**config.mk**
```make
export PLATFORM = sky130hd
export DESIGN_NAME = pong_engine
export DESIGN_NICKNAME = d
export VERILOG_FILES = /design/src/rtl/pong_pkg.sv /design/src/rtl/paddle_ctrl.sv /design/src/rtl/pong_engine.sv
export SDC_FILE = /design/constraint.sdc
export NUM_CORES = 1
export LEC_CHECK = 0
export ABC_AREA = 1
export CAP_MARGIN = 20
export CORE_MARGIN = 2
export CORE_UTILIZATION = 54
export DETAILED_ROUTE_END_ITERATION = 10
export PLACE_DENSITY = 0.79
export SLEW_MARGIN = 20
export SYNTH_ARGS = -nofsm -noshare
export SYNTH_HDL_FRONTEND = slang
export SYNTH_SLANG_ARGS = --single-unit
```
**constraint.sdc**
```tcl
create_clock -name clk -period 3.05 [get_ports clk]
set_input_delay 0.61 -clock clk [delete_from_list [all_inputs] [get_ports clk]]
set_output_delay 0.61 -clock clk [all_outputs]
set_load 0.05 [all_outputs]
```
**src/rtl/pong_pkg.sv**
```systemverilog
// rtl/pong_pkg.sv - shared geometry, timing, state and sound definitions for the pong engine
package pong_pkg;

    localparam int SCREENWIDTH  = 640;
    localparam int SCREENHEIGHT = 480;
    localparam int PADDLEWIDTH  = 10;
    localparam int PADDLEHEIGHT = 50;
    localparam int BALLR        = 10;
    localparam int BALLSPEED    = 4;
    localparam int PADDLESPEED  = 6;
    localparam int SERVE_FRAMES = 60;
    localparam int SOUND_FRAMES = 8;
    localparam int WIN_SCORE    = 9;

    typedef enum logic [1:0] {SERVE, PLAY, POINT, GAMEOVER} state_t;

    localparam logic [3:0] SND_MISS   = 4'b1000;
    localparam logic [3:0] SND_PADDLE = 4'b0100;
    localparam logic [3:0] SND_WALL   = 4'b0010;
    localparam logic [3:0] SND_END    = 4'b0001;

    // Derived geometry
    localparam logic [9:0] PADDLE_CENTRE = 10'((SCREENHEIGHT - PADDLEHEIGHT) / 2);
    localparam logic [9:0] PADDLE_MAX    = 10'(SCREENHEIGHT - PADDLEHEIGHT);
    localparam logic [9:0] BALL_X0       = 10'(SCREENWIDTH / 2);
    localparam logic [9:0] BALL_Y0       = 10'(SCREENHEIGHT / 2);
    localparam logic [9:0] BALL_TOP      = 10'(BALLR);
    localparam logic [9:0] BALL_BOT      = 10'(SCREENHEIGHT - 1 - BALLR);
    localparam logic [9:0] BALL_LEFT     = 10'(PADDLEWIDTH + BALLR);
    localparam logic [9:0] BALL_RIGHT    = 10'(SCREENWIDTH - 1 - PADDLEWIDTH - BALLR);
    localparam logic [9:0] BALL_STEP     = 10'(BALLSPEED);

    localparam logic [5:0] SERVE_LAST = 6'(SERVE_FRAMES - 1);
    localparam logic [3:0] SOUND_HOLD = 4'(SOUND_FRAMES);
    localparam logic [3:0] WIN        = 4'(WIN_SCORE);

    localparam logic signed [10:0] HIT_ABOVE = 11'(BALLR);
    localparam logic signed [10:0] HIT_BELOW = 11'(PADDLEHEIGHT + BALLR);

    // Ball centre y within reach of a paddle whose top is at p (signed so p-BALLR may go negative)
    function automatic logic in_window(input logic [9:0] y, input logic [9:0] p);
        logic signed [10:0] ys;
        logic signed [10:0] ps;
        ys = signed'({1'b0, y});
        ps = signed'({1'b0, p});
        return (ys >= ps - HIT_ABOVE) && (ys < ps + HIT_BELOW);
    endfunction

    function automatic logic [3:0] sat_inc(input logic [3:0] s);
        return (s == WIN) ? s : s + 4'd1;
    endfunction

endpackage

```
**src/rtl/paddle_ctrl.sv**
```systemverilog
// rtl/paddle_ctrl.sv - one paddle position register with per-frame move and clamp
// Ports: clk, reset (async, active-high), frame_tick (advance strobe), enable (move allowed),
//        recentre (load centre position on frame_tick), up/dn (buttons), pos (paddle top y).
module paddle_ctrl
    import pong_pkg::*;
(
    input  logic       clk,
    input  logic       reset,
    input  logic       frame_tick,
    input  logic       enable,
    input  logic       recentre,
    input  logic       up,
    input  logic       dn,
    output logic [9:0] pos
);

    logic [10:0] sum;
    logic [10:0] dif;
    logic [9:0]  nxt;

    // 11-bit arithmetic: a borrow in dif or an overflow past PADDLE_MAX in sum is clamped
    always_comb begin
        sum = {1'b0, pos} + 11'(PADDLESPEED);
        dif = {1'b0, pos} - 11'(PADDLESPEED);
        nxt = pos;
        if (up && !dn) begin
            nxt = dif[10] ? 10'd0 : dif[9:0];
        end else if (dn && !up) begin
            nxt = (sum > {1'b0, PADDLE_MAX}) ? PADDLE_MAX : sum[9:0];
        end
    end

    always_ff @(posedge clk or posedge reset) begin
        if (reset) begin
            pos <= PADDLE_CENTRE;
        end else if (frame_tick) begin
            if (recentre) begin
                pos <= PADDLE_CENTRE;
            end else if (enable) begin
                pos <= nxt;
            end
        end
    end

endmodule

```
**src/rtl/pong_engine.sv**
```systemverilog
// rtl/pong_engine.sv - per-frame pong game state: paddles, ball physics, score, sound, sequencing
// Ports: clk, reset (async, active-high), frame_tick (one pulse per frame), start (restart from game over),
//        p1_up/p1_dn/p2_up/p2_dn (buttons), paddle1/paddle2 (paddle top y), ballx/bally (ball centre),
//        score1/score2, sound_sel (one-hot tone, 0 = silent), game_over.
module pong_engine
    import pong_pkg::*;
(
    input  logic       clk,
    input  logic       reset,
    input  logic       frame_tick,
    input  logic       start,
    input  logic       p1_up,
    input  logic       p1_dn,
    input  logic       p2_up,
    input  logic       p2_dn,
    output logic [9:0] paddle1,
    output logic [9:0] paddle2,
    output logic [9:0] ballx,
    output logic [9:0] bally,
    output logic [3:0] score1,
    output logic [3:0] score2,
    output logic [3:0] sound_sel,
    output logic       game_over
);

    state_t     state, state_n;
    logic [5:0] cnt, cnt_n;
    logic [9:0] ballx_n, bally_n;
    logic       dx_right, dx_right_n;
    logic       dy_down, dy_down_n;
    logic [3:0] score1_n, score2_n;
    logic [3:0] sound_n;
    logic [3:0] snd_cnt, snd_cnt_n;
    logic       ev_miss, ev_paddle, ev_wall, ev_end;
    logic [10:0] by_up, by_dn, bx_up, bx_dn;

    logic paddle_en;
    logic restart;

    assign paddle_en = (state != GAMEOVER);
    assign restart   = (state == GAMEOVER) && start;
    assign game_over = (state == GAMEOVER);

    paddle_ctrl u_paddle1 (
        .clk        (clk),
        .reset      (reset),
        .frame_tick (frame_tick),
        .enable     (paddle_en),
        .recentre   (restart),
        .up         (p1_up),
        .dn         (p1_dn),
        .pos        (paddle1)
    );

    paddle_ctrl u_paddle2 (
        .clk        (clk),
        .reset      (reset),
        .frame_tick (frame_tick),
        .enable     (paddle_en),
        .recentre   (restart),
        .up         (p2_up),
        .dn         (p2_dn),
        .pos        (paddle2)
    );

    always_comb begin
        state_n    = state;
        cnt_n      = cnt;
        ballx_n    = ballx;
        bally_n    = bally;
        dx_right_n = dx_right;
        dy_down_n  = dy_down;
        score1_n   = score1;
        score2_n   = score2;
        ev_miss    = 1'b0;
        ev_paddle  = 1'b0;
        ev_wall    = 1'b0;
        ev_end     = 1'b0;
        by_up      = {1'b0, bally} - {1'b0, BALL_STEP};
        by_dn      = {1'b0, bally} + {1'b0, BALL_STEP};
        bx_up      = {1'b0, ballx} - {1'b0, BALL_STEP};
        bx_dn      = {1'b0, ballx} + {1'b0, BALL_STEP};

        case (state)
            SERVE: begin
                ballx_n = BALL_X0;
                bally_n = BALL_Y0;
                if (cnt == SERVE_LAST) begin
                    cnt_n   = 6'd0;
                    state_n = PLAY;
                end else begin
                    cnt_n = cnt + 6'd1;
                end
            end
            PLAY: begin
                // Vertical: a step that would cross a wall lands exactly on the wall limit
                if (!dy_down) begin
                    if (by_up[10] || (by_up[9:0] < BALL_TOP)) begin
                        bally_n   = BALL_TOP;
                        dy_down_n = 1'b1;
                        ev_wall   = 1'b1;
                    end else begin
                        bally_n = by_up[9:0];
                    end
                end else begin
                    if (by_dn > {1'b0, BALL_BOT}) begin
                        bally_n   = BALL_BOT;
                        dy_down_n = 1'b0;
                        ev_wall   = 1'b1;
                    end else begin
                        bally_n = by_dn[9:0];
                    end
                end
                // Horizontal: on a miss x stays put and dx is left pointing at the conceding player,
                // which is the serve direction for the next rally
                if (!dx_right) begin
                    if (bx_up[10] || (bx_up[9:0] < BALL_LEFT)) begin
                        if (in_window(bally, paddle1)) begin
                            ballx_n    = BALL_LEFT;
                            dx_right_n = 1'b1;
                            ev_paddle  = 1'b1;
                        end else begin
                            score2_n = sat_inc(score2);
                            state_n  = POINT;
                            cnt_n    = 6'd0;
                            ev_miss  = 1'b1;
                        end
                    end else begin
                        ballx_n = bx_up[9:0];
                    end
                end else begin
                    if (bx_dn > {1'b0, BALL_RIGHT}) begin
                        if (in_window(bally, paddle2)) begin
                            ballx_n    = BALL_RIGHT;
                            dx_right_n = 1'b0;
                            ev_paddle  = 1'b1;
                        end else begin
                            score1_n = sat_inc(score1);
                            state_n  = POINT;
                            cnt_n    = 6'd0;
                            ev_miss  = 1'b1;
                        end
                    end else begin
                        ballx_n = bx_dn[9:0];
                    end
                end
            end
            POINT: begin
                if (cnt == SERVE_LAST) begin
                    cnt_n = 6'd0;
                    if ((score1 == WIN) || (score2 == WIN)) begin
                        state_n = GAMEOVER;
                        ev_end  = 1'b1;
                    end else begin
                        state_n = SERVE;
                        ballx_n = BALL_X0;
                        bally_n = BALL_Y0;
                    end
                end else begin
                    cnt_n = cnt + 6'd1;
                end
            end
            GAMEOVER: begin
                if (start) begin
                    score1_n = 4'd0;
                    score2_n = 4'd0;
                    ballx_n  = BALL_X0;
                    bally_n  = BALL_Y0;
                    cnt_n    = 6'd0;
                    state_n  = SERVE;
                end
            end
            default: state_n = SERVE;
        endcase

        // Sound: newest event wins and restarts the hold; otherwise count the hold down
        sound_n   = sound_sel;
        snd_cnt_n = snd_cnt;
        if (ev_miss || ev_paddle || ev_wall || ev_end) begin
            snd_cnt_n = SOUND_HOLD;
            if (ev_miss)        sound_n = SND_MISS;
            else if (ev_paddle) sound_n = SND_PADDLE;
            else if (ev_wall)   sound_n = SND_WALL;
            else                sound_n = SND_END;
        end else if (snd_cnt != 4'd0) begin
            snd_cnt_n = snd_cnt - 4'd1;
            if (snd_cnt == 4'd1) sound_n = 4'd0;
        end
    end

    always_ff @(posedge clk or posedge reset) begin
        if (reset) begin
            state     <= SERVE;
            cnt       <= 6'd0;
            ballx     <= BALL_X0;
            bally     <= BALL_Y0;
            dx_right  <= 1'b1;
            dy_down   <= 1'b1;
            score1    <= 4'd0;
            score2    <= 4'd0;
            sound_sel <= 4'd0;
            snd_cnt   <= 4'd0;
        end else if (frame_tick) begin
            state     <= state_n;
            cnt       <= cnt_n;
            ballx     <= ballx_n;
            bally     <= bally_n;
            dx_right  <= dx_right_n;
            dy_down   <= dy_down_n;
            score1    <= score1_n;
            score2    <= score2_n;
            sound_sel <= sound_n;
            snd_cnt   <= snd_cnt_n;
        end
    end

endmodule
```
==> results of run 1 <==
## final cells by class
class / count / share of cell area [%]
multi-input cells: 753 / 56.4
flip-flops and latches: 65 / 20.3
repair buffers: 104 / 12.0
inverters: 118 / 5.44
clock buffers: 9 / 2.75
well taps: 147 / 2.25
clock inverters: 7 / 0.840
## per-layer routing
metal / GRT usage [%] / part of all wire, % / vias to the layer above
li1: - / - / 3331
met1: 37.8 / 46 / 3019
met2: 40.7 / 44 / 266
met3: 4.53 / 7.4 / 41
met4: 12.0 / 3.0 / 0
met5: 0 / 0 / -
## registers in the layout, summed over array words and instances (netlist names)
| name | count |
|---|---|
| sound_sel | 4 |
| score1 | 4 |
| score2 | 4 |
| bally | 10 |
| cnt | 6 |
| dy_down | 1 |
| dx_right | 1 |
| u_paddle2.pos | 10 |
| state | 2 |
| snd_cnt | 4 |
| u_paddle1.pos | 10 |
| ballx | 9 |
## worst reg2reg max path: stages (launching register included)
cell and delay [ns]:
dfstp_4 0.63, inv_4 0.04, ha_4 0.15, a21oi_4 0.21
buf_6 0.13, buf_6 0.09, inv_2 0.04, nor2_2 0.11
xor2_1 0.19, ha_1 0.26, o21a_1 0.20, nand2_1 0.07
nand2_2 0.07, nand2_2 0.08, nand2_2 0.07, nand2_2 0.11
nand3_4 0.13, buf_12 0.19, nand2_2 0.05, o21ai_2 0.05
## cell families after synthesis
kind of cell | count (synthesis) | synth area share [%]
AOI/OAI and AO/OA | 139 | 12.7
xor gates and xnor gates | 52 | 6.87
adders and majority gates | 64 | 12.1
buffers and inverters | 133 | 8.64
DFF | 65 | 24.9
and+or+nand+nor | 497 | 34.8
## what timing repair did
action / CTS / global route
resized for setup: 4 / 55
cloned: 1 / 1
endpoints found under the setup margin: 15 / 28
hold endpoints to repair: 0 / 0
buffers inserted: 0 / 8
pin swaps: 1 / 34
## cell usage after synthesis (3+ instances only)
cell      number  area (µm²)
o21ai_0       45         225
inv_2          8        30.0
nand3_1       85         425
nand2_2       24         150
a31oi_1        5        31.3
nand3b_1       4        30.0
nor2_4         8        90.1
nor3_1         8        40.0
dfrtp_1       45        1130
nand3_2        6        60.1
dfstp_2       20         526
nor2_1        89         334
o211ai_1       4        30.0
inv_1        108         405
a22oi_1        4        30.0
a21o_1         6        45.0
buf_4          6        45.0
o21ai_2       12         105
nand2_4        6        67.6
ha_1          64         801
xnor2_1        7        61.3
nand4_1       15        93.8
o21ai_1        6        30.0
a21oi_1       41         205
xor2_1        45         394
a32oi_1        6        52.6
buf_6          5        56.3
or2_2         12        75.1
o21a_1         3        22.5
nor2_2        10        62.6
nand2_1      228         856
## metrics by stage
stage	area, µm²	std cells	util [%]	TNS, ns
floorplan	6640	950	-	0
global placement	7570	1177	63.0	0
detailed placement	7570	1177	63.0	-0.405
CTS	7900	1194	65.8	0
global route	8190	1203	68.2	-0.724
finish	8190	1203	68.2	0
## path summary, 6_finish.rpt
path,from,endpoint,depth (start not counted)
worst max-delay path,u_paddle1.pos[2],cnt[5],19
worst min-delay path,snd_cnt[1],snd_cnt[1],2
worst max register to register,u_paddle1.pos[2],cnt[5],19
worst min register to register,snd_cnt[1],snd_cnt[1],2
max in group asynchronous,reset,u_paddle2.pos[6],3
min in group asynchronous,reset,score2[2],2
## power by group through the flow
stage	Clock, µW	Sequential, µW	Combinational (µW)
CTS	1060	1350	3750
floorplan	0	1680	2370
global route	1100	1400	4670
global placement	0	1360	3630
detailed placement	0	1360	3700
finish	1040	1370	4190
==> impl_metrics.yaml, run 1 <==
worst_setup_path:
  required_ns: 3.28
  path_class: "flop to flop"
  path_common_cell: "nand2_2"
  path_delay_family: "simple AND/OR/NAND/NOR gates"
  max_stage_delay_ns: 0.63
  worst_path_max_delay_cell: "dfstp_4"
  startpoint_type: "flop"
  path_buf_inv: 5
  crit_path_cell_trace: "inv_4 -> ha_4 -> a21oi_4 -> buf_6 -> buf_6 -> inv_2 -> nor2_2 -> xor2_1 -> ha_1 -> o21a_1 -> nand2_1 -> nand2_2 -> nand2_2 -> nand2_2 -> nand2_2 -> nand3_4 -> buf_12 -> nand2_2 -> o21ai_2"
  crit_arrival_ns: 3.22
  path_max_fanout: 5
  r2r_slack_ns: 0.06
  end_kind: "flop"
floorplan:
  die_area_um2: 13200
  core_area_um2: 12000
  ioPinCount: 61
  die_w_um: 115
  die_y_um: 115
  start_util_pct: 55.2
  rows: 40
timing:
  worst_clock_skew_ns: 0.00801
  final-max-slew-violation-count: 0
  hold_viol: 0
  worst_pin_slew_ns: 0.548
  finalSetupViolCount: 0
  slew_headroom_pct: 63.4
  period_needed_ns: 2.99
  fmax_mhz: 335
  rsz0062_at_grt: "true"
  fin_ws_ns: 0.0646
  hold_slack_ns: 0.509
  period_share_pct: 97.9
drt:
  drt_iter0_markers: 408
  drt-pass1-iter-count: 5
  wl_mm: 17.4
  vias_per_cell: 5.53
  ant_nets: 0
  remaining_drc_errors: 0
  wire_per_inst_um: 14.5
  vias: 6657
yosys:
  synth_nets: 1022
  synth-seq-cells: 65
  syn_area_um2: 6630
  syn_inst: 950
  synth-main-ff-cell: "dfrtp_1"
  yosysSeqAreaShare_pct: 24.9
  async_flop_share_pct: 100
  ys_types: 43
  synth-edff-count: 0
  avgSynthCellArea_um2: 6.98
  yosys_warnings: 0
layout:
  syn2layout_area_growth_pct: 23.6
  regArea_um2: 1660
  mostFrequentLayoutCells: "nand2_1 (213), inv_1 (102), nor2_1 (86), nand3_1 (84), clkdlybuf4s50_1 (60)"
  layout_commonest_cell: "nand2_1"
  multi_input_area_um2: 4620
  drive_above_1_share_pct: 20.2
  nets: 1123
  fill_cells: 987
  antenna_cells: 0
cts:
  cts_tree: "built"
  clock_sinks: 65
  htree_levels: 3
  cts-buffers-inserted: 9
  cts_root_buffer: "clkbuf_16"
  path_clk_slew_ns: 0.06
  cts_hold_buf: 0
  clock_latency_ns: 0.35
  cts.path.max_buffers: 2
outcome:
  status: "complete, no violations"
power_and_ir_drop:
  pwr_density_cell_nw_per_um2: 806
  sw_frac_of_total_pct: 48.0
  p_int_uw: 3440
  ir_drop_mv: 0.542
  switchingPower_uw: 3170
  leakage_uw: 0.00398
  p_total_uw: 6610
  power_frac_clock_pct: 15.8
  combPwrFrac_pct: 63.5
  seqPwrFrac_pct: 20.7
place:
  dp_hpwl_mm: 12.8
  post-place-ws_ns: -0.0591
  port_buffers: 60
  place.gp.congestion: 0.949
global_routing:
  grt_pass1_vias: 5927
  grt_max_degree: 26
  grt_pass1_wl_mm: 28.2
  grt_antenna_before_repair: 0
  track_usage_pct: 26.8
  grt_overflow: 0
flow_run:
  drv_cap: 0
min_path:
  hold_path.class: "flop to flop"
Power figures use the tool's default switching activity.
==> inputs of run 2 (changes only) <==
--- a/config.mk
+++ b/config.mk
@@ -7,6 +7,7 @@
 export LEC_CHECK = 0
 export ABC_AREA = 1
 export CAP_MARGIN = 20
+export CORE_ASPECT_RATIO = 0.8
 export CORE_MARGIN = 2
 export CORE_UTILIZATION = 54
 export DETAILED_ROUTE_END_ITERATION = 10
==> run 2 against run 1 <==
Against the previous run:
- the flow now finishes with violations (setup timing)
- first-iteration DRC count grew 46%
- combinational power is 5% higher
- register-to-register slack worse by 0.15 ns
- worst hold slack hardly changed
- largest cell class unchanged
- worst setup slack got worse by 0.15 ns
- non-clock buffer count grew 1
==> impl_metrics.yaml, run 2 (synthesis gave the netlist of run 1 again) <==
layout:
  fill_cells: 1023
  design_area_um2: 8300
  layout_commonest_cell: "nand2_1"
  drive_above_1_share_pct: 20.7
  post-route-util_pct: 68.8
  nets: 1124
  syn2layout_area_growth_pct: 25.2
  top_regs: "bally x10, u_paddle1.pos x10, u_paddle2.pos x10"
  mostFrequentLayoutCells: "nand2_1 (208), inv_1 (102), nor2_1 (87), nand3_1 (82), clkdlybuf4s50_1 (60)"
  regArea_um2: 1660
  antenna_cells: 0
  multi_input_area_um2: 4670
timing:
  slew_headroom_pct: 61.8
  finalSetupViolCount: 21
  period_needed_ns: 3.13
  setup_tns_ns: -1.14
  fmax_mhz: 319
  hold_viol: 0
  period_share_pct: 103
  rsz0062_at_grt: "true"
  worst_clock_skew_ns: 0.0101
  worst_pin_slew_ns: 0.572
  fin_ws_ns: -0.0804
  final-max-slew-violation-count: 0
global_routing:
  grt_pass1_wl_mm: 29.2
  grt_pass1_vias: 5914
  grt_antenna_before_repair: 0
  grt_overflow: 0
  track_usage_pct: 27.7
  grt_max_degree: 42
drt:
  vias: 6791
  wl_mm: 18.5
  remaining_drc_errors: 0
  ant_nets: 0
  drt-pass1-iter-count: 5
  vias_per_cell: 5.62
  drt_iter0_markers: 594
  wire_per_inst_um: 15.3
outcome:
  status: "complete, but fails checks"
  violations: "setup timing"
worst_setup_path:
  cp-endpoint: "ballx[3]"
  startpoint: "u_paddle2.pos[2]"
  r2r_cells: 21
  crit_arrival_ns: 3.35
  required_ns: 3.27
  r2r_slack_ns: -0.08
  r2r_end: "ballx[3]"
  rr_startpoint: "u_paddle2.pos[2]"
  path_class: "flop to flop"
  path_max_fanout: 8
  end_kind: "flop"
  startpoint_type: "flop"
cts:
  htree_levels: 3
  cts.path.max_buffers: 2
  cts_root_buffer: "clkbuf_16"
  path_clk_slew_ns: 0.06
  clock_sinks: 65
  clock_latency_ns: 0.34
  cts_tree: "built"
  cts_hold_buf: 0
  cts-buffers-inserted: 9
place:
  place.gp.congestion: 0.970
  post-place-ws_ns: -0.0814
  dp_hpwl_mm: 13.3
  placed_cell_area_um2: 7540
  port_buffers: 60
power_and_ir_drop:
  leakage_uw: 0.00402
  p_total_uw: 6990
  seqPwrFrac_pct: 19.5
  p_int_uw: 3680
  power_frac_clock_pct: 17.8
  switchingPower_uw: 3310
  pwr_density_cell_nw_per_um2: 842
  ir_drop_mv: 0.765
  sw_frac_of_total_pct: 47.4
  combPwrFrac_pct: 62.7
floorplan:
  die_y_um: 103
  die_w_um: 128
  ioPinCount: 61
  start_util_pct: 54.9
  core_area_um2: 12100
  die_area_um2: 13200
  rows: 36
flow_run:
  drv_cap: 0
min_path:
  hold_depth: 2
  hold_path.class: "flop to flop"
run 2: worst min-delay path by stage:
stage / start / endpoint / slack (ns)
after floorplan: snd_cnt[1] / snd_cnt[1] / 0.48
after global placement: snd_cnt[1] / snd_cnt[1] / 0.49
after detailed placement: snd_cnt[1] / snd_cnt[1] / 0.50
after CTS: u_paddle1.pos[0] / u_paddle1.pos[0] / 0.51
after global routing: sound_sel[0] / sound_sel[0] / 0.55
final: snd_cnt[1] / snd_cnt[1] / 0.51
run 2: routing by layer:
layer | part of all wire (%) | routed length (µm) | GRT usage (%)
met1 | 47 | 8640 | 40.4
met4 | 1.5 | 278 | 7.86
met3 | 8.6 | 1590 | 6.23
met5 | 0 | 0 | 0
met2 | 43 | 7950 | 41.3
run 2: what timing repair did:
action,in CTS,in global routing
setup buffers,0,15
cloned,1,0
pin swaps,1,25
setup endpoints to repair,19,29
resized for setup,8,69
run 2: cell type report:
type                       count  share of cell area, %
clock inverter                 7                   1.51
timing repair buffer         105                   11.8
tap                          152                   2.29
inverter                     118                   5.41
multi-input combinational    753                   56.3
sequential                    65                   20.0
clock buffer                   9                   2.71
run 2: metrics by stage:
stage	cells	hold slack (ns)
finish	1209	0.509
global route	1209	0.546
CTS	1194	0.513
detailed placement	1177	0.500
global placement	1177	0.493
floorplan	950	0.476
run 2: critical path, cell delays in order, from the launching register on:
cell        delay, ns
dfstp_4          0.63
clkinvlp_4       0.17
ha_4             0.22
a21oi_4          0.17
nand3_2          0.11
xor2_1           0.17
ha_1             0.32
nand2_2          0.08
nor2_2           0.10
nand2_1          0.05
nand2_1          0.05
nand2_1          0.04
nand3_1          0.06
nand2_1          0.06
nand2_2          0.09
nand2_2          0.07
nand2_2          0.08
nand2_2          0.07
nand2_4          0.11
nand3_4          0.15
nand2_2          0.13
o21ai_2          0.05
run 2: power by group through the flow:
stage	Sequential, µW	Clock, µW	Combinational [µW]
floorplan	1680	0	2370
global placement	1350	0	3610
detailed placement	1350	0	3690
CTS	1340	1260	3760
global route	1400	1300	4830
finish	1370	1240	4380
